**src/rtl/shared_bus_arbiter_pkg.sv**
```systemverilog
`default_nettype none
// ============================================================================
//  Module   : bus_pkg
//  Purpose  : Shared types and helpers for the shared bus arbiter: FSM state
//             enum, owner-id width helper and a popcount function.
//  Revision : 1.0 - initial release
// ============================================================================
package bus_pkg;

  // Largest agent count supported. Also the fixed width of popcount's input.
  localparam int c_max_agents = 16;

  typedef enum logic [1:0] {
    IDLE  = 2'd0,
    GRANT = 2'd1,
    TURN  = 2'd2
  } state_t;

  // Owner-id width for n agents; at least 1 bit.
  function automatic int id_w(input int n);
    return (n > 1) ? $clog2(n) : 1;
  endfunction

  function automatic int popcount(input logic [c_max_agents-1:0] v);
    int cnt;
    cnt = 0;
    for (int i = 0; i < c_max_agents; i++) begin
      if (v[i]) cnt++;
    end
    return cnt;
  endfunction

endpackage
`default_nettype wire

```
**src/rtl/shared_bus_arbiter_if.sv**
```systemverilog
`default_nettype none
// ============================================================================
//  Module   : shared_bus_arbiter_if
//  Purpose  : Agent-side request/data/enable signals and arbiter-side
//             grant/bus outputs of the shared bus.
//  Ports    : master - agents (drive req/din/drv_en/err_clr)
//             slave  - arbiter (drives gnt/owner_id/bus_data/bus_valid/
//                      contention)
//  Revision : 1.0 - initial release
// ============================================================================
interface shared_bus_arbiter_if
  import bus_pkg::*;
#(
  parameter int N     = 4,
  parameter int WIDTH = 8
);
  localparam int c_id_w = id_w(N);

  logic [N-1:0]       req;
  logic [N*WIDTH-1:0] din;
  logic [N-1:0]       drv_en;
  logic               err_clr;
  logic [N-1:0]       gnt;
  logic [c_id_w-1:0]  owner_id;
  logic [WIDTH-1:0]   bus_data;
  logic               bus_valid;
  logic               contention;

  modport master (
    output req, din, drv_en, err_clr,
    input  gnt, owner_id, bus_data, bus_valid, contention
  );

  modport slave (
    input  req, din, drv_en, err_clr,
    output gnt, owner_id, bus_data, bus_valid, contention
  );
endinterface
`default_nettype wire

```
**src/rtl/shared_bus_arbiter_rr_pick.sv**
```systemverilog
`default_nettype none
// ============================================================================
//  Module   : rr_pick
//  Purpose  : Combinational round-robin selector. Searches req starting at
//             (last+1) mod N upward with wrap and returns the first requester.
//  Ports    : req    in  N     pending requests
//             last   in  ID_W  previous winner
//             onehot out N     one-hot winner (0 if no request)
//             id     out ID_W  winner index
//             any    out 1     a winner exists
//  Revision : 1.0 - initial release
// ============================================================================
module rr_pick #(
  parameter int N    = 4,
  parameter int ID_W = 2
) (
  input  logic [N-1:0]    req,
  input  logic [ID_W-1:0] last,
  output logic [N-1:0]    onehot,
  output logic [ID_W-1:0] id,
  output logic            any
);

  logic [ID_W-1:0] w_idx;

  // k runs 1..N so the previous winner is considered last.
  always_comb begin
    onehot = '0;
    id     = '0;
    any    = 1'b0;
    w_idx  = '0;
    for (int k = 1; k <= N; k++) begin
      w_idx = ID_W'((int'(last) + k) % N);
      if (!any && req[w_idx]) begin
        any           = 1'b1;
        onehot[w_idx] = 1'b1;
        id            = w_idx;
      end
    end
  end

endmodule
`default_nettype wire

```
**src/rtl/shared_bus_arbiter.sv**
```systemverilog
`default_nettype none
// ============================================================================
//  Module   : shared_bus_arbiter
//  Purpose  : Grants a shared WIDTH-bit bus to one of N agents at a time in
//             round-robin order, inserts a turnaround gap between owners,
//             drives registered owner data and flags drive contention.
//  Ports    : clk   in  rising-edge clock
//             rst_n in  asynchronous active-low reset
//             bus   slave modport: req/din/drv_en/err_clr in,
//                   gnt/owner_id/bus_data/bus_valid/contention out
//  Revision : 1.0 - initial release
// ============================================================================
module shared_bus_arbiter
  import bus_pkg::*;
#(
  parameter int N        = 4,
  parameter int WIDTH    = 8,
  parameter int TURN_CYC = 1,
  parameter int MAX_HOLD = 16
) (
  input  logic                clk,
  input  logic                rst_n,
  shared_bus_arbiter_if.slave bus
);

  localparam int                 c_id_w      = id_w(N);
  localparam int                 c_hold_w    = $clog2(MAX_HOLD + 1);
  localparam logic [c_hold_w-1:0] c_hold_max = c_hold_w'(MAX_HOLD);
  localparam logic [2:0]         c_turn_last = (TURN_CYC > 0) ? 3'(TURN_CYC - 1) : 3'd0;

  state_t              r_state, w_state_nxt;
  logic [N-1:0]        r_gnt, w_gnt_nxt;
  logic [c_id_w-1:0]   r_owner, w_owner_nxt;
  logic [c_id_w-1:0]   r_last, w_last_nxt;
  logic [c_hold_w-1:0] r_hold, w_hold_nxt;
  logic [2:0]          r_turn, w_turn_nxt;
  logic [WIDTH-1:0]    r_data, w_data_nxt;
  logic                r_valid, w_valid_nxt;
  logic                r_cont;

  logic [N-1:0]              w_pick;
  logic [c_id_w-1:0]         w_pick_id;
  logic                      w_pick_any;
  logic                      w_owner_req;
  logic                      w_others;
  logic                      w_viol;
  logic [c_max_agents-1:0]   w_drv_ext;

  rr_pick #(
    .N    (N),
    .ID_W (c_id_w)
  ) u_rr_pick (
    .req    (bus.req),
    .last   (r_last),
    .onehot (w_pick),
    .id     (w_pick_id),
    .any    (w_pick_any)
  );

  assign w_owner_req = bus.req[r_owner];
  assign w_others    = |(bus.req & ~r_gnt);

  // Contention is judged against the grant currently on the outputs.
  assign w_drv_ext = c_max_agents'(bus.drv_en);
  assign w_viol    = (popcount(w_drv_ext) > 1) || (|(bus.drv_en & ~r_gnt));

  always_ff @(posedge clk or negedge rst_n) begin
    if (!rst_n) begin
      r_state <= IDLE;
      r_gnt   <= '0;
      r_owner <= '0;
      r_last  <= c_id_w'(N - 1);
      r_hold  <= '0;
      r_turn  <= '0;
      r_data  <= '0;
      r_valid <= 1'b0;
    end else begin
      r_state <= w_state_nxt;
      r_gnt   <= w_gnt_nxt;
      r_owner <= w_owner_nxt;
      r_last  <= w_last_nxt;
      r_hold  <= w_hold_nxt;
      r_turn  <= w_turn_nxt;
      r_data  <= w_data_nxt;
      r_valid <= w_valid_nxt;
    end
  end

  always_comb begin
    w_state_nxt = r_state;
    w_gnt_nxt   = r_gnt;
    w_owner_nxt = r_owner;
    w_last_nxt  = r_last;
    w_hold_nxt  = r_hold;
    w_turn_nxt  = r_turn;
    w_data_nxt  = r_data;
    w_valid_nxt = r_valid;
    case (r_state)
      IDLE: begin
        if (w_pick_any) begin
          w_state_nxt = GRANT;
          w_gnt_nxt   = w_pick;
          w_owner_nxt = w_pick_id;
          w_last_nxt  = w_pick_id;
          // The hold count includes the cycle that starts at this edge.
          w_hold_nxt  = c_hold_w'(1);
        end
      end
      GRANT: begin
        if (!w_owner_req || (r_hold == c_hold_max && w_others)) begin
          w_gnt_nxt   = '0;
          w_valid_nxt = 1'b0;
          w_data_nxt  = '0;
          w_turn_nxt  = c_turn_last;
          w_state_nxt = (TURN_CYC == 0) ? IDLE : TURN;
        end else begin
          w_data_nxt  = bus.din[int'(r_owner)*WIDTH +: WIDTH];
          w_valid_nxt = 1'b1;
          // Saturate so a lone owner keeps the bus indefinitely.
          if (r_hold != c_hold_max) w_hold_nxt = r_hold + 1'b1;
        end
      end
      TURN: begin
        if (r_turn == 3'd0) w_state_nxt = IDLE;
        else                w_turn_nxt  = r_turn - 3'd1;
      end
      default: w_state_nxt = IDLE;
    endcase
  end

  // Sticky flag: a new violation wins over a simultaneous clear.
  always_ff @(posedge clk or negedge rst_n) begin
    if (!rst_n)           r_cont <= 1'b0;
    else if (w_viol)      r_cont <= 1'b1;
    else if (bus.err_clr) r_cont <= 1'b0;
  end

  assign bus.gnt        = r_gnt;
  assign bus.owner_id   = r_owner;
  assign bus.bus_data   = r_data;
  assign bus.bus_valid  = r_valid;
  assign bus.contention = r_cont;

endmodule
`default_nettype wire

```
**src/flat_wrapper.sv**
```systemverilog
// flat-port wrapper written by rule: the top's interface ports become plain ports
module shared_bus_arbiter_flat import bus_pkg::*;
#(
  parameter int N        = 4,
  parameter int WIDTH    = 8,
  parameter int TURN_CYC = 1,
  parameter int MAX_HOLD = 16
)
  (clk, rst_n, bus_req, bus_din, bus_drv_en, bus_err_clr, bus_gnt, bus_owner_id, bus_bus_data, bus_bus_valid, bus_contention);
  shared_bus_arbiter_if #(.N(N), .WIDTH(WIDTH)) bus_i ();
  input  logic clk;
  input  logic rst_n;
  input wire logic [$bits(bus_i.req)-1:0] bus_req;
  input wire logic [$bits(bus_i.din)-1:0] bus_din;
  input wire logic [$bits(bus_i.drv_en)-1:0] bus_drv_en;
  input wire logic [$bits(bus_i.err_clr)-1:0] bus_err_clr;
  output wire logic [$bits(bus_i.gnt)-1:0] bus_gnt;
  output wire logic [$bits(bus_i.owner_id)-1:0] bus_owner_id;
  output wire logic [$bits(bus_i.bus_data)-1:0] bus_bus_data;
  output wire logic [$bits(bus_i.bus_valid)-1:0] bus_bus_valid;
  output wire logic [$bits(bus_i.contention)-1:0] bus_contention;
  assign bus_i.req = bus_req;
  assign bus_i.din = bus_din;
  assign bus_i.drv_en = bus_drv_en;
  assign bus_i.err_clr = bus_err_clr;
  assign bus_gnt = bus_i.gnt;
  assign bus_owner_id = bus_i.owner_id;
  assign bus_bus_data = bus_i.bus_data;
  assign bus_bus_valid = bus_i.bus_valid;
  assign bus_contention = bus_i.contention;
  shared_bus_arbiter #(.N(N), .WIDTH(WIDTH), .TURN_CYC(TURN_CYC), .MAX_HOLD(MAX_HOLD)) u_core (.clk(clk), .rst_n(rst_n), .bus(bus_i));
endmodule
```
**config.mk**
```make
export PLATFORM = sky130hd
export DESIGN_NAME = shared_bus_arbiter_flat
export DESIGN_NICKNAME = d
export VERILOG_FILES = /design/src/rtl/shared_bus_arbiter_pkg.sv /design/src/rtl/shared_bus_arbiter_if.sv /design/src/rtl/shared_bus_arbiter_rr_pick.sv /design/src/rtl/shared_bus_arbiter.sv /design/src/flat_wrapper.sv
export SDC_FILE = /design/constraint.sdc
export NUM_CORES = 1
export LEC_CHECK = 0
export CORE_ASPECT_RATIO = 0.6
export CORE_MARGIN = 10
export CORE_UTILIZATION = 45
export CTS_CLUSTER_SIZE = 28
export DETAILED_ROUTE_END_ITERATION = 7
export PLACE_DENSITY = 0.78
export SYNTH_ARGS = -nofsm -noshare
export SYNTH_HDL_FRONTEND = slang
export SYNTH_SLANG_ARGS = --single-unit
```
**constraint.sdc**
```tcl
create_clock -name clk -period 2.2 [get_ports clk]
set_input_delay 0.44 -clock clk [delete_from_list [all_inputs] [get_ports clk]]
set_output_delay 0.44 -clock clk [all_outputs]
set_load 0.02 [all_outputs]
```
Word level (Yosys, flattened, before mapping)
Cells that the tools add are included.
{"block": "word_totals", "word_cells": 123, "output_inout_bits": 16, "input_bits": 43, "register_bits": 28}
{"block": "classes", "mux": 52, "n_shift": 1, "reduce_logical": 26, "eq_ne": 10, "bitwise_logic": 6, "n_addsub": 9, "magnitude_cmp": 10}
{"op": "32-bit two-way mux", "count": 3}
{"op": "32-bit by 2-bit adder with 32-bit output (second input constant)", "count": 2}
{"op": "32-bit by 2-bit > comparator with 1-bit output (second input constant)", "count": 1}
{"op": "32-bit by 6-bit variable part select with 8-bit output", "count": 1}
{"op": "4-bit two-way mux", "count": 6}
{"op": "1-bit two-way mux", "count": 17}
{"op": "2-bit by 3-bit less-than comparator with 1-bit output (second input constant)", "count": 5}
{"op": "5-bit two-way mux", "count": 3}
{"op": "2-bit two-way mux", "count": 7}
{"op": "4-bit bitwise OR", "count": 3}
{"op": "1-bit binary-select mux with 2-bit select", "count": 5}
{"op": "5-bit one-hot mux with 2 select lines", "count": 1}
{"op": "3-bit AND reduction", "count": 3}
{"op": "4-bit AND", "count": 2}
{"op": "1-bit demux with 2-bit select", "count": 4}
{"op": "2-bit by 1-bit greater-or-equal comparator with 1-bit output (second input constant)", "count": 4}
{"op": "1-bit logical AND", "count": 8}
{"op": "8-bit two-way mux", "count": 1}
{"op": "4-bit one-hot mux with 2 select lines", "count": 1}
{"op": "4-bit OR reduction", "count": 2}
{"op": "3-bit two-way mux", "count": 2}
{"op": "2-bit by 1-bit != test with 1-bit output (second input constant)", "count": 3}
{"op": "2-bit != test (second input constant)", "count": 3}
{"op": "2-bit one-hot mux with 3 select lines", "count": 1}
{"op": "other kinds (18)", "count": 26}

Logic depth before layout (Yosys ltp)
{"block": "depth", "word_depth": 15, "ltp_mapped": 8}

Modules after synthesis
A second synthesis with hierarchy kept.
{"block": "hier_totals", "hier_cells": 235, "hier_area_um2": 2357.3}
{"mod": "shared_bus_arbiter", "cells_per_inst": 149, "area_per_inst_um2": 1727.9, "seq_area_each_um2": 703.2, "instances": 1}
{"mod": "rr_pick", "cells_per_inst": 86, "area_per_inst_um2": 629.4, "seq_area_each_um2": 0.0, "instances": 1}

Worst setup path before layout
Ideal clock, no wire load.
{"block": "synth_timing", "path_type": "reg2reg", "from": "reg u_core.r_last[1]", "to": "reg u_core.r_gnt[0] (netlist: u_core.bus.gnt[0])", "setup_time_ns": 0.124, "arrival_time_ns": 2.114, "setup_slack_ns": -0.038, "stages_incl_launch_ff": 9, "path_cell_list": "dfstp_2 > buf_2 > inv_1 > ha_1 > mux2i_1 > buf_2 > nor2b_1 > o32ai_1 > a211o_1"}
{"block": "synth_between", "elab_chain_cells": 15, "word_cells_on_any_way": 53, "cone_classes": "add/sub (4); order compare (8); eq/ne (1); mux (26); bitwise (3); reduce/logical (11)"}
{"item": "from (decl)", "line": "shared_bus_arbiter.sv:34", "rtl": "logic [c_id_w-1:0] r_last, w_last_nxt;"}
{"item": "from (signal assigned)", "line": "shared_bus_arbiter.sv:72", "rtl": "r_last <= c_id_w'(N - 1);"}
{"item": "from (signal assigned)", "line": "shared_bus_arbiter.sv:81", "rtl": "r_last <= w_last_nxt;"}
{"item": "parallel branches: the longest is 15 deep, another holds 2-bit by 3-bit less-than comparator with 1-bit output"}
{"item": "to (signal assigned)", "line": "shared_bus_arbiter.sv:79", "rtl": "r_gnt <= w_gnt_nxt;"}
{"item": "to (decl)", "line": "shared_bus_arbiter.sv:32", "rtl": "logic [N-1:0] r_gnt, w_gnt_nxt;"}
Parallel ways; which one is timed is not known. The select of a mux whose other input is x is not followed.
A chain may end at the register's enable or synchronous reset.

Final worst setup path
{"block": "layout_timing", "from": "reg u_core.r_last[0]", "to": "reg u_core.r_gnt[1] (netlist: u_core.bus.gnt[1])"}
The elaborated chain is that of the path after synthesis.

==> impl_metrics.ini <==
[outcome]
status = finished, final reports clean

[cts]
cts_hold_buf = 0
post_cts_buffers = 0
cts.sinks = 28
cts_resized = 0
path_clk_slew_ns = 0.10
cts_root_buf = clkbuf_8
htree_levels = 1
clockBufferDepth = 2
cts_tree = built
insertion_delay_ns = 0.28
cts_buffers = 3

[sta]
fin_ws_ns = 0.104
rsz0062_at_grt = no
hold_viol_final = 0
holdWs_ns = 0.498
slew_violations = 0
finalSetupTns_ns = 0
fin_crit_ns = 2.10
worst_pin_slew_ns = 0.496
fmaxAchievable_mhz = 477
setup_viol = 0
period_share_pct = 95.3
fin_skew_ns = 0.00209
relSlewSlack_pct = 66.6

[floorplan]
start_util_pct = 48.2
die_w_um = 112
die-area_um2 = 8370
core_um2 = 4710
rows = 19
die_h_um = 75.0
ios = 59

[power_and_ir_drop]
totalPowerFinal_mw = 3.61
power_frac_clock_pct = 11.5
p_per_area_nw_per_um2 = 1160
share_comb_of_total_power_pct = 64.8
swShare_pct = 42.0
p_leak_nw = 1.35
max-vdd-ir-drop_uv = 717
p_int_mw = 2.09
p_switching_mw = 1.52
pwr-share-seq_pct = 23.7

[synth]
syn_inst = 220
synth_edf_count = 0
yosys_warnings = 0
synthArstFlopShare_pct = 100
syn_nets = 279
ys_ff_latch = 28
syn_area_um2 = 2270
ys_seq_area_share_pct = 31.0
synth_ff_type = dfrtp_1
syn_area_per_cell_um2 = 10.3
yosysUniqueCellTypes = 54

[placed_design]
dp_hpwl_um = 5220
port_buffers = 58
dp_worst_setup_slack_ns = -0.121
place.gp.congestion = 0.968

[job]
cap_violations = 0

[route]
vias = 2076
drt_first_pass_iters = 4
drt-total-wl_um = 6530
drt_iter0_drc = 204
postRouteAntennaNets = 0
wl_per_cell_um = 18.1
vias_per_cell = 5.77
drc_errors = 0

[setup_path]
slowest_stage = dfstp_2
cp_max_fo = 13
worstSetupEndpointType = flop
rr_endpoint = u_core.bus.gnt[1]
required_ns = 2.37
critPathKind = flop to flop
r2r_cells = 7
cpPeakStageDelay_ns = 0.63
r2r_start = u_core.r_last[0]
cp.arrival_ns = 2.27
ff2ff_setup_slack_ns = 0.10
crit_path_cell_trace = inv_1, ha_1, mux2i_1, buf_4, and2b_2, o32ai_1, a211o_1
startpoint_type = flop

[min_path]
hp-start = u_core.bus.bus_valid
min_to = u_core.bus.bus_valid
holdPathStages = 2
min-delay-path-class = flop to flop

[cells_and_area]
antenna_cells = 0
synthToLayoutAreaGrowth_pct = 36.9
fillerInstances = 378
final_layout_size_suffix_gt1_share_pct = 16.5
fin_nets = 357

[grt]
grt-ovfl-total = 0
antenna_found_initial = 0
grt_pass1_wl_um = 10900
grt_pass1_vias = 2015
grt_start_max_net_pins = 29
track_usage_pct = 15.6
-- how the worst max path moves through the flow --
| stage | startpoint | to | slack [ns] |
|---|---|---|---|
| finish | u_core.r_last[0] | u_core.bus.gnt[1] | 0.10 |
| global route | u_core.r_last[0] | u_core.bus.gnt[1] | 0.02 |
| CTS | u_core.r_last[0] | u_core.bus.gnt[1] | 0.12 |
| detailed placement | bus_req[2] | u_core.bus.gnt[2] | -0.12 |
| global placement | bus_req[3] | u_core.bus.gnt[2] | -0.08 |
| floorplan | u_core.r_last[0] | u_core.bus.gnt[0] | 0.02 |
-- cells by family after synthesis --
group	Yosys count	synth area share [%]
muxes	18	14.3
DFF	28	31.0
buffers and inverters	32	8.11
and+or+nand+nor	65	16.5
xor gates and xnor gates	2	0.773
adders and majority gates	16	8.83
AOI/OAI and AO/OA	59	20.4
-- through the flow --
| stage | cell area, um^2 | instances | utilization [%] |
|---|---|---|---|
| 6_report | 3100 | 360 | 65.9 |
| 3_3_place_gp | 3030 | 356 | 64.4 |
| 5_1_grt | 3100 | 360 | 65.9 |
| 4_1_cts | 3100 | 360 | 65.9 |
| 3_5_place_dp | 3030 | 356 | 64.4 |
| 2_1_floorplan | 2270 | 220 | - |
-- registers in the layout (all words and copies together) (netlist names) --
register,count
u_core.bus.bus_valid,1
u_core.r_last,2
u_core.r_turn,3
u_core.bus.owner_id,2
u_core.r_hold,5
u_core.bus.gnt,4
u_core.bus.contention,1
u_core.r_state,2
u_core.bus.bus_data,8
-- critical path: cells and delay by family, from the launching register on --
family,cells,cell delay (ns)
flip-flops,1,0.63
multiplexers,1,0.22
adder cells (fa/ha/maj),1,0.36
AND/OR/NAND/NOR,1,0.15
AO/OA/AOI/OAI,2,0.35
buffers and inverters,2,0.27
-- final cells by class --
class / instances / area (um^2) / area share, %
Tap cell: 63 / 78.8 / 2.54
Timing Repair Buffer: 88 / 806 / 26.0
Inverter: 17 / 63.8 / 2.06
Multi-Input combinational cell: 160 / 1380 / 44.5
Clock buffer: 3 / 41.3 / 1.33
Sequential cell: 28 / 703 / 22.7
Clock inverter: 1 / 30.0 / 0.968
-- synth_stat cells, types with 3 or more instances --
library cell  number  area [um^2]
buf_6              6         67.6
nor3_1             3         15.0
nand2_1           17         63.8
mux2i_1            7         70.1
nand3b_1           5         37.5
a211oi_1           5         37.5
nand3_1            5         25.0
o21ai_0            8         40.0
nand2b_1           3         18.8
nor2_1            13         48.8
ha_1              16          200
dfrtp_1           26          651
a21oi_1           10         50.1
buf_2              3         15.0
buf_4              4         30.0
a32o_1             8         80.1
mux4_1             8          210
o22ai_1            3         18.8
a211o_1            4         35.0
inv_1             17         63.8
o32ai_1            4         35.0
o211ai_1           6         45.0
-- power groups by stage --
stage | Combinational, mW | Sequential [mW] | Clock (mW)
floorplan | 1.43 | 0.964 | 0
global placement | 2.27 | 0.854 | 0
detailed placement | 2.32 | 0.863 | 0
CTS | 2.33 | 0.853 | 0.419
global route | 2.56 | 0.878 | 0.444
finish | 2.34 | 0.857 | 0.415
-- routing by layer --
layer / wire length (um) / global-route usage (%) / share of wire (%) / vias to the layer above
li1: - / - / - / 984
met2: 2810 / 22.3 / 43 / 67
met4: 0 / 1.28 / 0 / 0
met1: 3200 / 23.5 / 49 / 1025
met3: 525 / 3.89 / 8.0 / 0
met5: 0 / 0 / 0 / -
-- layout by cell type (no fill, tap or decap), types with 2 or more instances in the layout --
cell type,count
a211o_1,4
nand2b_1,3
nand3_1,5
nor2_1,13
o21ai_0,8
a22oi_1,2
clkbuf_8,3
clkdlybuf4s50_1,58
inv_1,17
ha_1,16
a32o_1,8
dfstp_2,2
nand3b_1,5
nor3_1,3
dfrtp_1,26
a211oi_1,5
and2b_2,2
a21oi_1,10
buf_4,30
o22ai_1,3
mux2_2,2
nand2_1,17
mux2i_1,7
nand4_1,2
o211ai_1,6
mux4_1,8
o32ai_1,4
or2b_1,2
Note: power is estimated with default switching activity, not from simulation.
